[src/rtl/hdmi_period_scheduler.sv]
// -----------------------------------------------------------------------------
// hdmi_period_scheduler
//   Raster timing generator and HDMI period scheduler. Produces the pixel
//   coordinates, sync levels and per-pixel period mode (control, video
//   preamble/guard, video, data-island preamble/guard/packets) that drive the
//   three TMDS channel encoders. Data islands of 1..MAX_PACKETS packets are
//   scheduled on demand from the packet assembler via packet_valid/ready.
//
//   Optional feature macro: HDMI_DATA_ISLAND_EN
//     defined     : data-island FSM present.
//     not defined : plain DVI timing (mode never 3/4, ctrl never 0101,
//                   packet_ready and packet_pos held at 0).
//
// Ports
//   clk_pixel     in   pixel clock
//   reset         in   synchronous, active-high reset
//   cx            out  column 0..FW-1
//   cy            out  line 0..FH-1
//   hsync, vsync  out  sync levels, active level set by HSYNC_POL/VSYNC_POL
//   mode          out  0 control, 1 video, 2 video guard, 3 island packet,
//                      4 island guard
//   ctrl          out  {ctrl3..ctrl0}: 0101 island preamble, 0001 video
//                      preamble, else 0000
//   packet_valid  in   assembler has a packet to send
//   packet_ready  out  one-cycle pulse on the first cycle of a packet slot
//   packet_pos    out  sub-packet index 0..31 inside a slot, else 0
//
// Every output is registered and describes the pixel at cx/cy of the same
// cycle, so all next-pixel values are formed combinationally from *_d terms.
// -----------------------------------------------------------------------------
module hdmi_period_scheduler #(
   parameter int H_FRONT      = 16,
   parameter int H_SYNC       = 96,
   parameter int H_BACK       = 48,
   parameter int H_ACTIVE     = 640,
   parameter int V_FRONT      = 10,
   parameter int V_SYNC       = 2,
   parameter int V_BACK       = 33,
   parameter int V_ACTIVE     = 480,
   parameter bit HSYNC_POL    = 1'b0,
   parameter bit VSYNC_POL    = 1'b0,
   parameter int ISLAND_START = 150,
   parameter int MAX_PACKETS  = 2,
   parameter int BIT_WIDTH    = 9,
   parameter int BIT_HEIGHT   = 9
) (
   input  logic                clk_pixel,
   input  logic                reset,
   output logic [BIT_WIDTH:0]  cx,
   output logic [BIT_HEIGHT:0] cy,
   output logic                hsync,
   output logic                vsync,
   output logic [2:0]          mode,
   output logic [3:0]          ctrl,
   input  logic                packet_valid,
   output logic                packet_ready,
   output logic [4:0]          packet_pos
);

   localparam int CXW = BIT_WIDTH + 1;
   localparam int CYW = BIT_HEIGHT + 1;
   localparam int FW  = H_FRONT + H_SYNC + H_BACK + H_ACTIVE;
   localparam int FH  = V_FRONT + V_SYNC + V_BACK + V_ACTIVE;
   localparam int AS  = FW - H_ACTIVE;
   localparam int VS  = FH - V_ACTIVE;

   localparam logic [BIT_WIDTH:0]  CX_LAST   = CXW'(FW - 1);
   localparam logic [BIT_WIDTH:0]  HS_START  = CXW'(H_FRONT);
   localparam logic [BIT_WIDTH:0]  HS_END    = CXW'(H_FRONT + H_SYNC);
   localparam logic [BIT_WIDTH:0]  VID_PRE   = CXW'(AS - 10);
   localparam logic [BIT_WIDTH:0]  VID_GUARD = CXW'(AS - 2);
   localparam logic [BIT_WIDTH:0]  VID_START = CXW'(AS);
   localparam logic [BIT_HEIGHT:0] CY_LAST   = CYW'(FH - 1);
   localparam logic [BIT_HEIGHT:0] VS_START  = CYW'(V_FRONT);
   localparam logic [BIT_HEIGHT:0] VS_END    = CYW'(V_FRONT + V_SYNC);
   localparam logic [BIT_HEIGHT:0] CY_ACTIVE = CYW'(VS);

   localparam logic [2:0] MODE_CTRL      = 3'd0;
   localparam logic [2:0] MODE_VIDEO     = 3'd1;
   localparam logic [2:0] MODE_VID_GUARD = 3'd2;
   localparam logic [2:0] MODE_PACKET    = 3'd3;
   localparam logic [2:0] MODE_ISL_GUARD = 3'd4;
   localparam logic [3:0] CTRL_NONE      = 4'b0000;
   localparam logic [3:0] CTRL_VIDEO     = 4'b0001;
   localparam logic [3:0] CTRL_ISLAND    = 4'b0101;

   logic [BIT_WIDTH:0]  cx_q, cx_d;
   logic [BIT_HEIGHT:0] cy_q, cy_d;
   logic                hsync_q, hsync_d;
   logic                vsync_q, vsync_d;
   logic [2:0]          mode_q, mode_d;
   logic [3:0]          ctrl_q, ctrl_d;
   logic                ready_q, ready_d;
   logic [4:0]          pos_q, pos_d;
   logic [2:0]          vid_mode;
   logic [3:0]          vid_ctrl;

   // Raster counters, sync levels and the video period of the next pixel.
   always_comb begin : timing_next
      // NOTE: every variable of a combinational block gets a default before
      // any branch, so no path leaves it unassigned and no latch is inferred.
      cx_d     = (cx_q == CX_LAST) ? '0 : cx_q + CXW'(1);
      cy_d     = cy_q;
      vid_mode = MODE_CTRL;
      vid_ctrl = CTRL_NONE;
      if (cx_q == CX_LAST) begin
         cy_d = (cy_q == CY_LAST) ? '0 : cy_q + CYW'(1);
      end
      hsync_d = (cx_d >= HS_START && cx_d < HS_END) ? HSYNC_POL : ~HSYNC_POL;
      vsync_d = (cy_d >= VS_START && cy_d < VS_END) ? VSYNC_POL : ~VSYNC_POL;
      if (cy_d >= CY_ACTIVE) begin
         if (cx_d >= VID_START) begin
            vid_mode = MODE_VIDEO;
         end else if (cx_d >= VID_GUARD) begin
            vid_mode = MODE_VID_GUARD;
         end else if (cx_d >= VID_PRE) begin
            vid_ctrl = CTRL_VIDEO;
         end
      end
   end

   always_ff @(posedge clk_pixel) begin : out_regs
      // NOTE: sequential state uses non-blocking assignments so every register
      // samples pre-edge values regardless of statement order.
      if (reset) begin
         cx_q    <= '0;
         cy_q    <= '0;
         hsync_q <= ~HSYNC_POL;
         vsync_q <= ~VSYNC_POL;
         mode_q  <= MODE_CTRL;
         ctrl_q  <= CTRL_NONE;
         ready_q <= 1'b0;
         pos_q   <= '0;
      end else begin
         cx_q    <= cx_d;
         cy_q    <= cy_d;
         hsync_q <= hsync_d;
         vsync_q <= vsync_d;
         mode_q  <= mode_d;
         ctrl_q  <= ctrl_d;
         ready_q <= ready_d;
         pos_q   <= pos_d;
      end
   end

`ifdef HDMI_DATA_ISLAND_EN
   typedef enum logic [2:0] {
      ST_CTRL,
      ST_DI_PRE,
      ST_DI_LGUARD,
      ST_DI_PACKET,
      ST_DI_TGUARD
   } state_e;

   localparam logic [BIT_WIDTH:0] ISL_TRIG = CXW'(ISLAND_START - 1);

   state_e     state_q, state_d;
   logic [4:0] cnt_q, cnt_d;    // cycle count within the current phase/slot
   logic [4:0] sent_q, sent_d;  // packet slots started in this island

   always_ff @(posedge clk_pixel) begin : fsm_state
      if (reset) begin
         state_q <= ST_CTRL;
         cnt_q   <= '0;
         sent_q  <= '0;
      end else begin
         state_q <= state_d;
         cnt_q   <= cnt_d;
         sent_q  <= sent_d;
      end
   end

   // State/count describe the current pixel; outputs are derived from the
   // next state so they line up with the registered cx/cy.
   always_comb begin : fsm_next
      state_d = state_q;
      cnt_d   = cnt_q + 5'd1;
      sent_d  = sent_q;
      mode_d  = vid_mode;
      ctrl_d  = vid_ctrl;
      ready_d = 1'b0;
      pos_d   = '0;
      case (state_q)
         ST_CTRL: begin
            cnt_d = '0;
            if (cy_q < CY_ACTIVE && cx_q == ISL_TRIG && packet_valid) begin
               state_d = ST_DI_PRE;
               sent_d  = '0;
            end
         end
         ST_DI_PRE: begin
            if (cnt_q == 5'd7) begin
               state_d = ST_DI_LGUARD;
               cnt_d   = '0;
            end
         end
         ST_DI_LGUARD: begin
            if (cnt_q == 5'd1) begin
               state_d = ST_DI_PACKET;
               cnt_d   = '0;
               sent_d  = 5'd1;
            end
         end
         ST_DI_PACKET: begin
            // cnt wraps 31->0 naturally when another slot follows.
            if (cnt_q == 5'd31) begin
               if (packet_valid && sent_q < 5'(MAX_PACKETS)) begin
                  sent_d = sent_q + 5'd1;
               end else begin
                  state_d = ST_DI_TGUARD;
               end
            end
         end
         ST_DI_TGUARD: begin
            if (cnt_q == 5'd1) begin
               state_d = ST_CTRL;
               cnt_d   = '0;
            end
         end
         default: begin
            state_d = ST_CTRL;
            cnt_d   = '0;
         end
      endcase

      case (state_d)
         ST_DI_PRE: begin
            mode_d = MODE_CTRL;
            ctrl_d = CTRL_ISLAND;
         end
         ST_DI_LGUARD, ST_DI_TGUARD: begin
            mode_d = MODE_ISL_GUARD;
            ctrl_d = CTRL_NONE;
         end
         ST_DI_PACKET: begin
            mode_d  = MODE_PACKET;
            ctrl_d  = CTRL_NONE;
            pos_d   = cnt_d;
            ready_d = (cnt_d == 5'd0);
         end
         default: ;
      endcase
   end
`else
   logic unused_packet_valid;
   assign unused_packet_valid = packet_valid;
   assign mode_d  = vid_mode;
   assign ctrl_d  = vid_ctrl;
   assign ready_d = 1'b0;
   assign pos_d   = '0;
`endif

   assign cx           = cx_q;
   assign cy           = cy_q;
   assign hsync        = hsync_q;
   assign vsync        = vsync_q;
   assign mode         = mode_q;
   assign ctrl         = ctrl_q;
   assign packet_ready = ready_q;
   assign packet_pos   = pos_q;

endmodule

[config.mk]
export PLATFORM = sky130hd
export DESIGN_NAME = hdmi_period_scheduler
export DESIGN_NICKNAME = d
export VERILOG_FILES = /design/src/rtl/hdmi_period_scheduler.sv
export SDC_FILE = /design/constraint.sdc
export NUM_CORES = 1
export LEC_CHECK = 0
export ABC_CLOCK_PERIOD_IN_PS = 4350
export BUFFER_PORTS_ARGS = -buffer_cell sky130_fd_sc_hd__buf_4
export CORE_MARGIN = 2
export CORE_UTILIZATION = 35
export DETAILED_ROUTE_END_ITERATION = 16
export PLACE_DENSITY = 0.52
export SLEW_MARGIN = 20
export SYNTH_ARGS = -nofsm -noshare
export SYNTH_HDL_FRONTEND = slang
export SYNTH_SLANG_ARGS = --single-unit
[constraint.sdc]
create_clock -name clk_pixel -period 4.35 [get_ports clk_pixel]
set_input_delay 0.87 -clock clk_pixel [delete_from_list [all_inputs] [get_ports clk_pixel]]
set_output_delay 0.87 -clock clk_pixel [all_outputs]
set_load 0.03 [all_outputs]
==> impl_metrics.py <==
metrics = {
    "outcome": {
        "status": "finished, final reports clean",
    },
    "power": {
        "ir_drop_mv": 0.0965,
        "internal_power_uw": 308,
        "seq_power_share": 0.565,
        "power_leakage_nw": 0.644,
        "p_switching_uw": 111,
        "comb_power_share": 0.105,
        "swShare": 0.265,
        "power_density_nw_per_um2": 239,
        "clkPwrFrac": 0.330,
        "finalPower_uw": 419,
    },
    "placement": {
        "dp_hpwl_um": 2600,
        "place_area_um2": 1710,
        "dp.cells": 259,
        "globalplace.congestion": 0.850,
        "numPortBuffers": 26,
        "place_ws_ps": 1250,
    },
    "worst_setup_path": {
        "path_cells": "ha_1 > nand4_1 > or3_1 > or4_4 > a21oi_4 > a221oi_2 > nor4_1",
        "cp_max_fo": 14,
        "cp.required_ps": 4530,
        "worstSetupPathType": "flop to flop",
        "path_buf_inv": 0,
        "cp_data_arrival_time_ps": 3310,
        "cp_top_family": "simple AND/OR/NAND/NOR gates",
        "critPathLaunchType": "flop",
        "end_kind": "flop",
        "critPathSlowestCell": "or3_1",
        "cpPeakStageDelay_ps": 710,
    },
    "timing": {
        "setup_violations": 0,
        "rsz0062_at_grt": "no",
        "worst_pin_slew_ps": 614,
        "min_period_ps": 3140,
        "period_share": 0.721,
        "slew_viol_final": 0,
        "hold_viol": 0,
        "max-slew-margin-rel": 0.588,
        "holdWs_ps": 534,
        "fmax_ghz": 0.319,
        "timing.final.ws_setup_ps": 1210,
        "setup_tns_ps": 0,
        "skew_ps": 5.94,
    },
    "clock_tree": {
        "clk_latency_ps": 270,
        "hold_buffers": 0,
        "clkTransAtPathRegs_ps": 90,
        "ctsHtreeMaxLevel": 1,
        "numCtsBuffers": 3,
        "cts_buffer_depth": 2,
        "cts_setup_buffers": 0,
        "clock_sinks": 25,
        "cts_tree": "built",
        "cts_resized": 0,
        "cts_root_buf": "clkbuf_8",
    },
    "floorplan": {
        "die_h_um": 70.3,
        "rows": 24,
        "die_x_um": 70.3,
        "die_area_um2": 4940,
        "start_util": 0.358,
        "io-pin-count": 38,
        "core_um2": 4290,
    },
    "logic_synthesis": {
        "synth_edf_count": 0,
        "ys_ff_latch": 25,
        "synth_flop_cell": "dfxtp_1",
        "synthCells": 192,
        "synth_area_um2": 1540,
        "synth.yosys.seq_area_share": 0.325,
        "ys_types": 47,
        "syn_area_per_cell_um2": 8.02,
        "synth-async-reset-ratio": 0,
        "synth_warnings": 0,
    },
    "drt": {
        "drt_first_pass_iters": 4,
        "drc_errors": 0,
        "viasPerCell": 5.33,
        "ant_nets": 0,
        "vias": 1403,
        "drt_iter0_drc": 141,
        "wl_um": 3650,
        "wl_per_cell_um": 13.9,
    },
    "global_route": {
        "grt_max_degree": 23,
        "grt_pass1_wl_um": 6330,
        "antenna_found_initial": 0,
        "grt_pass1_vias": 1353,
        "grt_overflow": 0,
        "grt.total_usage": 0.155,
    },
    "flow_run": {
        "cap_violations": 0,
    },
    "finish": {
        "final_cell_area_um2": 1760,
        "area.growth.synth_to_final_pct": 14.2,
        "fin_util": 0.409,
        "drive_gt1_frac": 0.175,
        "nNetsFinal": 219,
        "fill_cells": 474,
        "multi_input_area_um2": 932,
        "regArea_um2": 500,
        "antenna_cells": 0,
        "final-instance-count-excl-fill": 263,
    },
    "hold_path": {
        "hp-class": "flop to flop",
    },
}
==> power groups by stage <==
stage	registers, mW	clock network [mW]	logic (mW)
2_1_floorplan	0.247	0	0.0344
3_3_place_gp	0.242	0	0.0434
3_5_place_dp	0.242	0	0.0440
4_1_cts	0.237	0.144	0.0442
5_1_grt	0.238	0.156	0.0473
6_report	0.237	0.138	0.0440
==> area by class of cell <==
class	instances	area share
clock buffer	3	0.0235
inverter	5	0.0107
clock inverter	1	0.00285
multi-input combinational	151	0.530
tap	52	0.0370
timing repair buffer	26	0.111
sequential	25	0.285
==> cell usage after synthesis (all sizes together) (2+ instances only) <==
cell type  count  area, um2
nand2b         2       12.5
nor3          11       60.1
o21ai          9       45.0
nor2b          4       25.0
xor2           4       35.0
nand2         14       52.6
and2           3       18.8
a31oi          2       12.5
nor2          21       78.8
a21oi         11       66.3
and4b          2       20.0
inv            5       18.8
dfxtp         25        500
buf           12       91.3
o21bai         2       15.0
nand4          4       25.0
a211oi         2       15.0
ha             4       50.1
clkbuf         8       30.0
nor4           5       31.3
a221oi         2       23.8
nand3         11       55.1
xnor2          8       70.1
or3            2       12.5
or2            2       12.5
==> state kept, by name (all words and copies together), names as in the netlist <==
signal,flops
cx,10
cy,10
mode,2
ctrl,1
hsync,1
vsync,1
==> cell families after synthesis <==
| logic type | Yosys count | synth area share |
|---|---|---|
| AO/OA/AOI/OAI | 37 | 0.165 |
| XOR/XNOR | 12 | 0.0683 |
| adder cells (fa/ha/maj) | 4 | 0.0325 |
| buffers and inverters | 25 | 0.0911 |
| flip-flops | 25 | 0.325 |
| multiplexers | 1 | 0.00650 |
| other | 1 | 0.00244 |
| AND/OR/NAND/NOR | 87 | 0.309 |
==> path summary, 6_finish.rpt <==
| check | from | endpoint | slack (ps) | cells after the start |
|---|---|---|---|---|
| worst max-delay path | cx[0] | mode[1] | 1210 | 7 |
| worst min-delay path | cx[4] | mode[1] | 530 | 2 |
| worst max register to register | cx[0] | mode[1] | 1210 | 7 |
| worst min register to register | cx[4] | mode[1] | 530 | 2 |
==> layout by cell type (no fill, tap or decap), drive strengths merged, types with 2 or more instances in the layout <==
cell	n
nand4	4
nand3	11
and4b	2
xnor2	8
or2	2
nor3	11
dfxtp	25
nor2	21
xor2	4
buf	26
a221oi	2
nor2b	4
ha	4
clkbuf	3
nand2	14
a31oi	2
nand2b	2
conb	10
nor4	5
or3	2
o21bai	2
a211oi	2
and2	3
a21oi	11
inv	5
o21ai	9
==> metal layers <==
layer,up-vias,global-route usage,wire [um],part of all wire
met5,-,0,0,0
met4,0,0.0577,51,0.014
met3,4,0.0144,157,0.043
met2,39,0.255,1750,0.48
met1,659,0.211,1690,0.46
li1,701,-,-,-
==> worst min-delay path, stage by stage (launching register included) <==
cell and delay (ps):
dfxtp_1 370, nand3_1 90, nor4_1 40
Power figures use the tool's default switching activity.
